$ cat src/rtl/boreal_pkg.sv
// Shared constants and types for the synaptic weight memory subsystem.
package boreal_pkg;

  localparam int unsigned WT_ADDR_W = 10;
  localparam int unsigned WT_DATA_W = 16;

  typedef enum logic [1:0] {
    TAG_NONE = 2'd0,
    TAG_CORE = 2'd1,
    TAG_HEBB = 2'd2
  } req_tag_t;

endpackage

$ cat src/rtl/boreal_wt_age_ctr.sv
// Saturating wait counter: counts cycles a request waits ungranted.
// The hit output is high once the count reaches MAX.
module boreal_wt_age_ctr
  import boreal_pkg::*;
#(
  parameter int unsigned MAX = 15
) (
  input  logic clk,
  input  logic rst_n,
  input  logic req,
  input  logic gnt,
  output logic hit
);

  localparam int unsigned AGE_W = (MAX < 1) ? 1 : $clog2(MAX + 1);
  localparam logic [AGE_W-1:0] LP_MAX = AGE_W'(MAX);

  logic [AGE_W-1:0] r_age;

  always_ff @(posedge clk or negedge rst_n) begin
    if (!rst_n) begin
      r_age <= '0;
    end else if (!req || gnt) begin
      r_age <= '0;
    end else if (r_age != LP_MAX) begin
      r_age <= r_age + AGE_W'(1);
    end
  end

  assign hit = (r_age == LP_MAX);

endmodule

$ cat src/rtl/boreal_weight_arbiter.sv
// Single-port weight BRAM arbiter: core read (strict priority), Hebbian RMW
// with write freeze, and host config writes with age-based anti-starvation.
module boreal_weight_arbiter
  import boreal_pkg::*;
#(
  parameter int unsigned ADDR_W  = WT_ADDR_W,
  parameter int unsigned DATA_W  = WT_DATA_W,
  parameter int unsigned AGE_MAX = 15
) (
  input  logic              clk,
  input  logic              rst_n,
  input  logic              core_req,
  input  logic [ADDR_W-1:0] core_addr,
  output logic [DATA_W-1:0] core_rdata,
  output logic              core_rvalid,
  input  logic              hebb_req,
  input  logic              hebb_we,
  input  logic [ADDR_W-1:0] hebb_addr,
  input  logic [DATA_W-1:0] hebb_wdata,
  output logic              hebb_gnt,
  output logic [DATA_W-1:0] hebb_rdata,
  output logic              hebb_rvalid,
  input  logic              cfg_req,
  input  logic [ADDR_W-1:0] cfg_addr,
  input  logic [DATA_W-1:0] cfg_wdata,
  output logic              cfg_gnt,
  input  logic              ad_guard_active,
  input  logic              bite_switch_n,
  output logic              wr_freeze,
  output logic              bram_en,
  output logic              bram_we,
  output logic [ADDR_W-1:0] bram_addr,
  output logic [DATA_W-1:0] bram_wdata,
  input  logic [DATA_W-1:0] bram_rdata
);

  logic              w_freeze;
  logic              w_hebb_elig;
  logic              w_cfg_hit;
  logic              w_hebb_gnt;
  logic              w_cfg_gnt;
  logic [ADDR_W-1:0] w_addr;
  logic [DATA_W-1:0] w_wdata;
  logic              w_we;
  req_tag_t          w_tag;

  logic              r_wr_freeze;
  logic              r_bram_en;
  logic              r_bram_we;
  logic [ADDR_W-1:0] r_bram_addr;
  logic [DATA_W-1:0] r_bram_wdata;
  req_tag_t          r_tag1;
  req_tag_t          r_tag2;
  logic [DATA_W-1:0] r_core_rdata;
  logic              r_core_rvalid;
  logic [DATA_W-1:0] r_hebb_rdata;
  logic              r_hebb_rvalid;

  assign w_freeze    = ad_guard_active | ~bite_switch_n;
  // A frozen write simply loses eligibility; the requester keeps it pending.
  assign w_hebb_elig = hebb_req & ~(hebb_we & w_freeze);

  boreal_wt_age_ctr #(.MAX(AGE_MAX)) u_cfg_age (
    .clk   (clk),
    .rst_n (rst_n),
    .req   (cfg_req),
    .gnt   (w_cfg_gnt),
    .hit   (w_cfg_hit)
  );

  always_comb begin
    w_hebb_gnt = 1'b0;
    w_cfg_gnt  = 1'b0;
    if (rst_n && !core_req) begin
      if (cfg_req && w_cfg_hit) begin
        w_cfg_gnt = 1'b1;
      end else if (w_hebb_elig) begin
        w_hebb_gnt = 1'b1;
      end else if (cfg_req) begin
        w_cfg_gnt = 1'b1;
      end
    end
  end

  always_comb begin
    w_addr  = core_addr;
    w_wdata = '0;
    w_we    = 1'b0;
    w_tag   = TAG_NONE;
    if (core_req) begin
      w_tag = TAG_CORE;
    end else if (w_hebb_gnt) begin
      w_addr  = hebb_addr;
      w_wdata = hebb_wdata;
      w_we    = hebb_we;
      w_tag   = hebb_we ? TAG_NONE : TAG_HEBB;
    end else if (w_cfg_gnt) begin
      w_addr  = cfg_addr;
      w_wdata = cfg_wdata;
      w_we    = 1'b1;
    end
  end

  always_ff @(posedge clk or negedge rst_n) begin
    if (!rst_n) begin
      r_wr_freeze   <= 1'b0;
      r_bram_en     <= 1'b0;
      r_bram_we     <= 1'b0;
      r_bram_addr   <= '0;
      r_bram_wdata  <= '0;
      r_tag1        <= TAG_NONE;
      r_tag2        <= TAG_NONE;
      r_core_rdata  <= '0;
      r_core_rvalid <= 1'b0;
      r_hebb_rdata  <= '0;
      r_hebb_rvalid <= 1'b0;
    end else begin
      r_wr_freeze   <= w_freeze;
      r_bram_en     <= core_req | w_hebb_gnt | w_cfg_gnt;
      r_bram_we     <= w_we;
      r_bram_addr   <= w_addr;
      r_bram_wdata  <= w_wdata;
      r_tag1        <= w_tag;
      r_tag2        <= r_tag1;
      r_core_rvalid <= (r_tag2 == TAG_CORE);
      r_hebb_rvalid <= (r_tag2 == TAG_HEBB);
      if (r_tag2 == TAG_CORE) r_core_rdata <= bram_rdata;
      if (r_tag2 == TAG_HEBB) r_hebb_rdata <= bram_rdata;
    end
  end

  assign hebb_gnt    = w_hebb_gnt;
  assign cfg_gnt     = w_cfg_gnt;
  assign wr_freeze   = r_wr_freeze;
  assign bram_en     = r_bram_en;
  assign bram_we     = r_bram_we;
  assign bram_addr   = r_bram_addr;
  assign bram_wdata  = r_bram_wdata;
  assign core_rdata  = r_core_rdata;
  assign core_rvalid = r_core_rvalid;
  assign hebb_rdata  = r_hebb_rdata;
  assign hebb_rvalid = r_hebb_rvalid;

endmodule

$ cat config.mk
export PLATFORM = sky130hd
export DESIGN_NAME = boreal_weight_arbiter
export DESIGN_NICKNAME = d
export VERILOG_FILES = /design/src/rtl/boreal_pkg.sv /design/src/rtl/boreal_wt_age_ctr.sv /design/src/rtl/boreal_weight_arbiter.sv
export SDC_FILE = /design/constraint.sdc
export NUM_CORES = 1
export LEC_CHECK = 0
export BUFFER_PORTS_ARGS = -buffer_cell sky130_fd_sc_hd__buf_2
export CAP_MARGIN = 20
export CELL_PAD_IN_SITES_DETAIL_PLACEMENT = 1
export CELL_PAD_IN_SITES_GLOBAL_PLACEMENT = 1
export CORE_ASPECT_RATIO = 1.25
export CORE_MARGIN = 3
export CORE_UTILIZATION = 33
export DETAILED_ROUTE_END_ITERATION = 16
export PLACE_DENSITY_LB_ADDON = 0.3
export SLEW_MARGIN = 20
export SYNTH_ARGS = -nofsm -noshare
export SYNTH_HDL_FRONTEND = slang
export SYNTH_SLANG_ARGS = --single-unit
$ cat constraint.sdc
create_clock -name clk -period 2.2 [get_ports clk]
set_clock_uncertainty 0.15 [all_clocks]
set_input_delay 0.44 -clock clk [delete_from_list [all_inputs] [get_ports clk]]
set_output_delay 0.44 -clock clk [all_outputs]
set_load 0.05 [all_outputs]
Word-level counts from Yosys, hierarchy flattened --
Cells that the tools add are included.
Word-level totals: bits in registers 71, bits in latches 0, memory bits (writable) 0, ROM bits 0, output and inout port bits 65, word-level logic and storage cells 51, memories 0
Operators by class: $add $sub $neg 1, multipliers 0, divide/modulo/power cells 0, magnitude comparators 0, equality and inequality tests 4, shifts and indexed selects 0, mux-type cells 21, bitwise operators 7, reductions and logical operators 6
Operator list (count):
- 16-bit 2-to-1 mux | 3
- 10-bit 2-to-1 mux | 3
- 1-bit 2-to-1 mux | 10
- 4-bit 2-to-1 mux | 2
- 2-bit 2-to-1 mux | 3
- 4-bit by 1-bit adder with 4-bit output, second input constant | 1
- 4-bit equality test, second input constant | 1
- 4-bit != test, second input constant | 1
- 1-bit OR | 3
- 1-bit bitwise AND | 2
- 2-bit by 1-bit equality test with 1-bit output, second input constant | 1
- 2-bit equality test, second input constant | 1
- 1-bit logical AND | 2
- 1-bit logical NOT | 2
- 1-bit NOT | 2
- 2-bit nonzero test | 1
- 1-bit logical OR | 1

Logic depth before layout (Yosys ltp) --
Gate-level depths: netlist of run 1.
depth after elaboration 11, gate-level depth with buffers 7, mapped depth without buffers 6

Cells and area by module --
A second synthesis of run 1 with hierarchy kept.
Unflattened totals: cell total of the unflattened synthesis 227, area total of the unflattened synthesis 2880.3 sq um
Modules (own cells, without submodules):
- boreal_weight_arbiter | times used 1, cells an instance 207, area each 2651.3 sq um, seq. area each 1676.6 sq um
- boreal_wt_age_ctr | times used 1, cells an instance 20, area each 229.0 sq um, seq. area each 100.1 sq um

Least setup slack after synthesis of run 1 --
No wires, ideal clock.
path kind flip-flop to output port, from register u_cfg_age.r_age[0], to output hebb_gnt, data arrival time 1429 ps, data required time 1610 ps, setup slack 181 ps, stages on the path, launching flop included 6, cell sequence dfrtp_1 ha_1 nand4_4 o2111ai_4 inv_4 buf_2
Between the ends: word-level cells in the longest chain between the ends 4
Ends and longest elaborated chain:
- start, declared | RTL line boreal_wt_age_ctr.sv:18 | logic [AGE_W-1:0] r_age;
- start signal, assigned | RTL line boreal_wt_age_ctr.sv:26 | r_age <= r_age + AGE_W'(1);
- 4-bit equality test | RTL line boreal_wt_age_ctr.sv:30 | assign hit = (r_age == LP_MAX);
- 1-bit logical AND | RTL line boreal_weight_arbiter.sv:75 | if (cfg_req && w_cfg_hit) begin
- 1-bit 2-to-1 mux | RTL line boreal_weight_arbiter.sv:75
- 1-bit 2-to-1 mux | RTL line boreal_weight_arbiter.sv:74 | if (rst_n && !core_req) begin
- end, declared | RTL line boreal_weight_arbiter.sv:20 | output logic hebb_gnt,
No other way between the ends.

Worst setup path after layout of run 1 --
from register u_cfg_age.r_age[1], to output cfg_gnt
Between the ends: word-level cells in the longest chain between the ends 4
Ends and longest elaborated chain:
- 4-bit equality test | RTL line boreal_wt_age_ctr.sv:30
- 1-bit logical AND | RTL line boreal_weight_arbiter.sv:75
- 1-bit 2-to-1 mux | RTL line boreal_weight_arbiter.sv:75
- 1-bit 2-to-1 mux | RTL line boreal_weight_arbiter.sv:74
- end, declared | RTL line boreal_weight_arbiter.sv:26 | output logic cfg_gnt,
No other way between the ends.

==> results.yml, run 1 <==
clocking:
  cts_max_level: 3
  clockBufferDepth: 2
  clk_pin_slew_ns: 0.07
  cts-root-buf: "clkbuf_8"
  clock_sinks: 71
  cts_tree: "done"
  clk_latency_ns: 0.34
  cts_buffers: 9
synth:
  synth_nets: 307
  synth_seq_area_share_pct: 62.6
  synthTopCellsByCount: "dfrtp_1 (71), nand2_1 (34), mux2_2 (32), a21oi_1 (17)"
  synth_area_leaders: "dfrtp_1 (63%), mux2_2 (13%), nand2_1 (4.5%)"
  async_flop_share_pct: 100
  synth.most_common_cell: "dfrtp_1"
  synth_flop_cell: "dfrtp_1"
  synth_top_area_cell: "dfrtp_1"
  synth_area_um2: 2840
  synth_cell_types: 34
  yosys_warnings: 0
  synth_cells: 220
  synthDominantCellAreaShare_pct: 62.6
  ys_ff_latch: 71
  synth_edf_count: 0
  syn_avg_cell_area_um2: 12.9
sta:
  relSlewSlack_pct: 42.0
  fin_crit_ns: 2.13
  hold_viol_final: 0
  finalSetupViolations: 0
  worstMarginPinSlew_ns: 0.870
  hold_ws_ns: 0.0845
  worst_slack_ns: 0.0655
  setup_tns_ns: 0
  fmax_mhz: 468
  drv_slew: 0
  fin_crit_sh_pct: 97.0
routing:
  first_pass_iters: 3
  drt-initial-drc-count: 65
  drt-total-wl_um: 7680
  vias: 2303
  drt_drc_violations_left: 0
  wire_per_inst_um: 15.8
  ant_nets: 0
  viasPerCell: 4.73
critical_path:
  worstPathMaxFanout: 3
  crit_start: "u_cfg_age.r_age[1]$_DFFE_PN0P_"
  timing.rr.end: "bram_addr[4]$_DFF_PN0_"
  max_stage_delay_ns: 0.41
  regToRegStartpoint: "u_cfg_age.r_age[1]$_DFFE_PN0P_"
  regToRegSetupSlack_ns: 0.25
  r2r_cells: 7
  crit_end: "cfg_gnt"
  endpoint_kind: "output pin"
  criticalPathCategory: "flip-flop to output pin"
  slowest_stage: "dfrtp_1"
  critPathTopFamily: "flip-flops"
  crit_chain: "ha_4 > nand3_4 > a21oi_4 > and2_4 > buf_8"
  arrival_ns: 1.54
  critical_path_required_ns: 1.61
  critPathBufInv: 1
  start_kind: "flip-flop"
  cp.depth: 5
run:
  drv_cap: 0
global_route:
  grt_pass1_wl_um: 11700
  grt_max_degree: 71
  antenna_found_initial: 0
  globalRouteOverflowTotal: 0
  first_global_vias: 2401
  grtUsageTotal_pct: 16.1
final_layout:
  fin_util_pct: 48.7
  area_delta_synth_final_pct: 42.2
  drive_above_1_share_pct: 58.2
  fin_area_um2: 4030
  instances_no_fill: 487
  nNetsFinal: 472
  antenna_cells: 0
pwr:
  p_seq_share_pct: 41.7
  p_int_mw: 2.38
  fin_total_pwr_mw: 3.58
  p_switching_mw: 1.21
  netSwitchingFraction_pct: 33.6
  powerDensity_nw_per_um2: 889
  power.share.clock_pct: 31.9
  combPwrFrac_pct: 26.3
  p_leak_nw: 2.13
  ir_worst_vdd_v: 0.000316
placement:
  place.gp.congestion: 0.851
  port_buffers: 150
  pre_cts_slack_ns: 0.0707
  hpwl_um: 5750
  placed_area_um2: 3710
  dp_cells: 465
floorplanning:
  die_h_um: 110
  core_um2: 8290
  start_util_pct: 34.2
  ios: 151
  dieArea_um2: 9750
  die_x_um: 88.9
  num_rows: 37
status:
  outcome: "complete, no violations"
min_path:
  hold_path_class: "input port to flip-flop"
## flip-flops by register name, indices dropped and copies added (netlist names)
| signal | count |
|---|---|
| bram_en | 1 |
| bram_we | 1 |
| hebb_rvalid | 1 |
| bram_addr | 10 |
| core_rvalid | 1 |
| wr_freeze | 1 |
| core_rdata | 16 |
| u_cfg_age.r_age | 4 |
| r_tag2 | 2 |
| hebb_rdata | 16 |
| r_tag1 | 2 |
| bram_wdata | 16 |
## worst min path at each step
stage / from / to / slack, ns / cells past startpoint
2_1_floorplan: rst_n / bram_addr[0]$_DFF_PN0_ / -0.006 / 0
3_3_place_gp: rst_n / r_tag1[0]$_DFF_PN0_ / 0.09 / 1
3_5_place_dp: rst_n / r_tag1[0]$_DFF_PN0_ / 0.09 / 1
4_1_cts: core_req / r_tag1[0]$_DFF_PN0_ / 0.07 / 1
5_1_grt: core_req / r_tag1[0]$_DFF_PN0_ / 0.07 / 1
6_report: core_req / r_tag1[0]$_DFF_PN0_ / 0.08 / 1
## layout make-up
cell class	count	area [µm²]
clock buffer	10	138
fill	971	4250
multi-input combinational	131	1000
inverter	6	25.0
tap	97	121
timing repair buffer	166	888
clock inverter	6	83.8
sequential	71	1780
## placed cells by master, fill, tap and decap left out, types with 2 or more instances in the layout
cell type    n
a21oi_1     16
a221o_1     10
and3_1      10
buf_2      147
buf_4       17
bufinv_16    2
clkbuf_8    10
clkinv_2     3
dfrtp_1     71
inv_1        3
inv_2        2
mux2_2      32
nand2_1     34
nand2b_1     3
nand3_1      2
nor2_1       4
o21ai_0      2
## kinds of logic after synthesis
kind of cell,after synthesis,share of synthesized area [%]
fa+ha+maj,1,0.441
compound gates,36,9.66
buf+inv,18,3.48
flops,71,62.6
simple gates,61,10.8
mux,32,12.7
xor+xnor,1,0.309
## power groups by stage
| stage | registers, mW | clock network (mW) | logic [mW] |
|---|---|---|---|
| 6_report | 1.50 | 1.14 | 0.945 |
| 5_1_grt | 1.51 | 1.25 | 1.01 |
| 4_1_cts | 1.50 | 1.19 | 0.949 |
| 3_5_place_dp | 1.52 | 0 | 0.939 |
| 3_3_place_gp | 1.52 | 0 | 0.926 |
| 2_1_floorplan | 1.98 | 0 | 0.181 |
## timing repair
item | CTS | global route
gates cloned | 0 | 0
buffers inserted | 2 | 3
hold buffers | 1 | 0
pin swaps | 3 | 2
hold endpoints to repair | 1 | 0
gates resized for setup | 7 | 4
endpoints found under the setup margin | 2 | 1
## per-layer routing
metal / wire (µm) / track usage, % / vias to the layer above
li1: - / - / 1100
met2: 3980 / 27.0 / 107
met1: 2790 / 18.0 / 1081
met5: 0 / 0 / -
met4: 237 / 9.04 / 0
met3: 681 / 4.80 / 15
No activity file was read; power rests on OpenSTA's default activity.
==> run 2, diff against run 1 <==
Settings changed: PLACE_DENSITY_LB_ADDON 0.3 to 0.1.
==> results.yml, run 2 (synthesis gave the netlist of run 1 again) <==
floorplanning:
  dieArea_um2: 9750
  start_util_pct: 34.2
  num_rows: 37
  die_h_um: 110
  core_um2: 8290
  ios: 151
  die_x_um: 88.9
critical_path:
  worstPathMaxFanout: 3
  arrival_ns: 1.54
  crit_start: "u_cfg_age.r_age[1]$_DFFE_PN0P_"
  endpoint_kind: "output pin"
  regToRegSetupSlack_ns: 0.41
  regToRegStartpoint: "u_cfg_age.r_age[1]$_DFFE_PN0P_"
  criticalPathCategory: "flip-flop to output pin"
  critical_path_required_ns: 1.61
  start_kind: "flip-flop"
final_layout:
  fin_util_pct: 48.1
  nNetsFinal: 469
  layout_common_cells: "buf_2 (147), dfrtp_1 (70), nand2_1 (34)"
  final_common_cell: "buf_2"
  fillCellCount: 955
  antenna_cells: 0
  area_delta_synth_final_pct: 40.6
  instances_no_fill: 483
  fin_area_um2: 3990
  drive_above_1_share_pct: 58.3
placement:
  place.gp.congestion: 0.828
  pre_cts_slack_ns: 0.0603
  dp_cells: 463
  port_buffers: 150
  placed_area_um2: 3700
  hpwl_um: 5560
clocking:
  cts_tree: "done"
  clock_sinks: 71
  clockBufferDepth: 2
  cts_max_level: 3
  cts-root-buf: "clkbuf_8"
  clk_latency_ns: 0.34
  clk_pin_slew_ns: 0.07
  cts_buffers: 9
routing:
  first_pass_iters: 4
  drt-total-wl_um: 7740
  drt_drc_violations_left: 0
  vias: 2314
  drt-initial-drc-count: 42
  viasPerCell: 4.79
  wire_per_inst_um: 16.0
  ant_nets: 0
sta:
  fin_crit_ns: 2.13
  worstMarginPinSlew_ns: 0.833
  worst_slack_ns: 0.0684
  fin_crit_sh_pct: 96.9
  relSlewSlack_pct: 44.4
  drv_slew: 0
  hold_viol_final: 0
  fmax_mhz: 469
  finalSetupViolations: 0
pwr:
  p_int_mw: 2.34
  p_switching_mw: 1.22
  p_leak_nw: 2.10
  combPwrFrac_pct: 26.4
  power.share.clock_pct: 31.6
  ir_worst_vdd_v: 0.000324
  powerDensity_nw_per_um2: 892
  netSwitchingFraction_pct: 34.2
  p_seq_share_pct: 42.0
min_path:
  hp-start: "core_req"
  hold_path_class: "input port to flip-flop"
global_route:
  grtUsageTotal_pct: 15.8
  grt_max_degree: 67
  grtUsageMet3_pct: 6.30
  grtUsageMet2_pct: 26.1
  grt_use_met1_pct: 18.8
  top_usage_layer: "met2"
  grt_pass1_wl_um: 11600
  antenna_found_initial: 0
  first_global_vias: 2438
  globalRouteOverflowTotal: 0
run:
  drv_cap: 0
status:
  outcome: "complete, no violations"
## run 2: stage by stage
step | hold slack, ns | setup TNS [ns] | total power [mW]
4_1_cts | 0.0994 | 0 | 3.60
6_report | 0.108 | 0 | 3.56
3_5_place_dp | 0.117 | 0 | 2.46
5_1_grt | 0.102 | -0.00734 | 3.73
3_3_place_gp | 0.115 | 0 | 2.44
2_1_floorplan | -0.00559 | 0 | 2.16
## run 2: critical path, stage by stage, from the launching register on
cell and delay (ns):
dfrtp_1 0.42, ha_4 0.19, nand3_2 0.10, a21oi_2 0.19, and2_4 0.17, buf_8 0.13
## run 2: worst paths after layout
| kind | end | cells after the start |
|---|---|---|
| setup / recovery | cfg_gnt | 5 |
| hold / removal | r_tag1[0]$_DFF_PN0_ | 1 |
| setup reg to reg | bram_wdata[14]$_DFF_PN0_ | 7 |
| hold reg to reg | r_tag2[1]$_DFF_PN0_ | 0 |
| max in group asynchronous | u_cfg_age.r_age[0]$_DFFE_PN0P_ | 2 |
| min in group asynchronous | u_cfg_age.r_age[3]$_DFFE_PN0P_ | 2 |
## run 2: power groups by stage
stage               combinational, mW  clock (mW)  sequential (mW)
finish                          0.941        1.12             1.50
global route                     1.00        1.22             1.51
CTS                             0.946        1.15             1.50
detailed placement              0.936           0             1.52
global placement                0.925           0             1.52
floorplan                       0.181           0             1.98
## run 2: layout make-up
cell class                      instances  area (µm²)  area share (%)
Clock buffer                            9         124            3.11
Tap cell                               97         121            3.04
Multi-Input combinational cell        131         988            24.8
Sequential cell                        71        1780            44.6
Timing Repair Buffer                  163         866            21.7
Inverter                                6        25.0           0.627
Clock inverter                          6        86.3            2.16
## run 2: repair_timing
action                     in CTS  in global routing
gates cloned                    0                  0
setup endpoints to repair       2                  1
gates resized for setup         5                  5
setup buffers                   2                  2
pin swaps                       2                  3
hold buffers                    1                  0
hold endpoints to repair        5                  0
## run 2: metal layers
layer  share of wire (%)  routed length [µm]
met1                  40                3110
met2                  49                3780
met3                 9.7                 749
met4                 1.4                 106
met5                   0                   0
==> run 3, diff against run 2 <==
Settings changed: CORE_UTILIZATION 33 to 30, HOLD_SLACK_MARGIN set to 0.03.
Clock period 2.2 ns to 1.8 ns, I/O delays scaled along.
==> results.yml, run 3 (synthesis gave the netlist of run 1 again) <==
sta:
  worstMarginPinSlew_ns: 0.848
  drv_slew: 0
  fin_crit_ns: 1.96
  hold_viol_final: 0
  finalSetupViolations: 2
  rsz0062_at_grt: "true"
  relSlewSlack_pct: 43.4
  worst_slack_ns: -0.161
  fmax_mhz: 510
  fin_crit_sh_pct: 109
floorplanning:
  die_x_um: 93.0
  start_util_pct: 30.9
  dieArea_um2: 10700
  num_rows: 39
  core_um2: 9170
  ios: 151
  die_h_um: 115
pwr:
  powerDensity_nw_per_um2: 1130
  p_leak_nw: 2.21
  ir_worst_vdd_v: 0.000551
routing:
  ant_nets: 0
  wire_per_inst_um: 14.9
  viasPerCell: 4.53
  drt-total-wl_um: 7800
  drt_drc_violations_left: 0
  first_pass_iters: 4
  drt-initial-drc-count: 64
  vias: 2363
global_route:
  globalRouteOverflowTotal: 0
  grt_max_degree: 69
  grtUsageTotal_pct: 14.7
  first_global_vias: 2443
  grt_pass1_wl_um: 11900
  antenna_found_initial: 0
run:
  drv_cap: 0
final_layout:
  nNetsFinal: 481
  instances_no_fill: 522
  drive_above_1_share_pct: 59.4
  layout_common_cells: "buf_2 (147), dfrtp_1 (71), nand2_1 (34)"
  fin_area_um2: 4230
  antenna_cells: 0
  final_common_cell: "buf_2"
  fillCellCount: 1056
  area_delta_synth_final_pct: 49.0
placement:
  port_buffers: 150
  place.gp.congestion: 0.778
  hpwl_um: 5800
  placed_area_um2: 3830
  dp_cells: 501
critical_path:
  endpoint_kind: "output pin"
  worstPathMaxFanout: 3
  critical_path_required_ns: 1.29
  criticalPathCategory: "flip-flop to output pin"
  arrival_ns: 1.45
  start_kind: "flip-flop"
clocking:
  clk_pin_slew_ns: 0.06
  clock_sinks: 71
  clk_latency_ns: 0.33
  cts-root-buf: "clkbuf_16"
  clockBufferDepth: 2
  cts_tree: "done"
  cts_buffers: 9
  cts_max_level: 3
status:
  violations: "setup timing"
  outcome: "finished, violations left"
min_path:
  hold_path_class: "input port to flip-flop"
[run 3: changes by cell type in the layout (fill, tap and decap cells not counted), moves of 2 or more]
cell,delta
clkbuf_16,+9
clkbuf_8,-9
buf_4,+8
buf_6,+2
buf_8,+2
[run 3: final timing paths]
check,slack [ns],to,cells after the start,start
max in group asynchronous,0.83,r_tag1[1]$_DFF_PN0_,2,rst_n
worst max-delay path,-0.16,cfg_gnt,5,u_cfg_age.r_age[0]$_DFFE_PN0P_
worst max register to register,0.06,bram_addr[7]$_DFF_PN0_,7,u_cfg_age.r_age[0]$_DFFE_PN0P_
worst min register to register,0.20,r_tag2[0]$_DFF_PN0_,0,r_tag1[0]$_DFF_PN0_
min in group asynchronous,0.12,hebb_rdata[5]$_DFFE_PN0P_,2,rst_n
worst min-delay path,0.11,bram_wdata[15]$_DFF_PN0_,3,hebb_wdata[15]
[run 3: metrics by stage]
| stage | TNS, ns | util, % | hold slack, ns | setup WS, ns | total power, mW |
|---|---|---|---|---|---|
| 2_1_floorplan | 0 | - | -0.0856 | 0.0327 | 2.65 |
| 3_3_place_gp | -0.532 | 41.7 | 0.146 | -0.0708 | 3.01 |
| 3_5_place_dp | -0.914 | 41.7 | 0.146 | -0.113 | 3.03 |
| 4_1_cts | -0.295 | 45.8 | 0.0982 | -0.161 | 4.84 |
| 5_1_grt | -0.466 | 46.1 | 0.0969 | -0.217 | 4.98 |
| 6_report | -0.296 | 46.1 | 0.106 | -0.161 | 4.76 |
[run 3: per-layer routing]
| layer | global-route usage (%) | part of all wire (%) | vias to the layer above |
|---|---|---|---|
| li1 | - | - | 1123 |
| met1 | 15.7 | 39 | 1133 |
| met2 | 26.3 | 51 | 98 |
| met3 | 4.84 | 7.6 | 9 |
| met4 | 6.74 | 1.9 | 0 |
| met5 | 0 | 0 | - |
[run 3: repair_timing]
item | in CTS | in global routing
setup buffers | 3 | 2
gates resized for setup | 11 | 4
hold buffers | 1 | 0
pin swaps | 5 | 8
endpoints found under the hold margin | 3 | 0
endpoints found under the setup margin | 16 | 20
[run 3: power breakdown]
group          internal [mW]  switching, mW
Clock                   1.07          0.688
Combinational          0.350          0.819
Sequential              1.76         0.0692
[run 3: critical path, stage by stage (launching register included)]
cell	delay, ns
dfrtp_1	0.39
ha_4	0.19
nand3_4	0.08
a21oi_2	0.15
and2_4	0.16
buf_8	0.14
[run 3: area by class of cell]
| class | count | area (µm²) | area share (%) |
|---|---|---|---|
| well taps | 123 | 154 | 3.64 |
| flip-flops and latches | 71 | 1780 | 42.0 |
| inverters | 6 | 25.0 | 0.592 |
| clock buffers | 9 | 225 | 5.33 |
| repair buffers | 175 | 978 | 23.1 |
| clock inverters | 7 | 72.6 | 1.72 |
| multi-input cells | 131 | 996 | 23.6 |
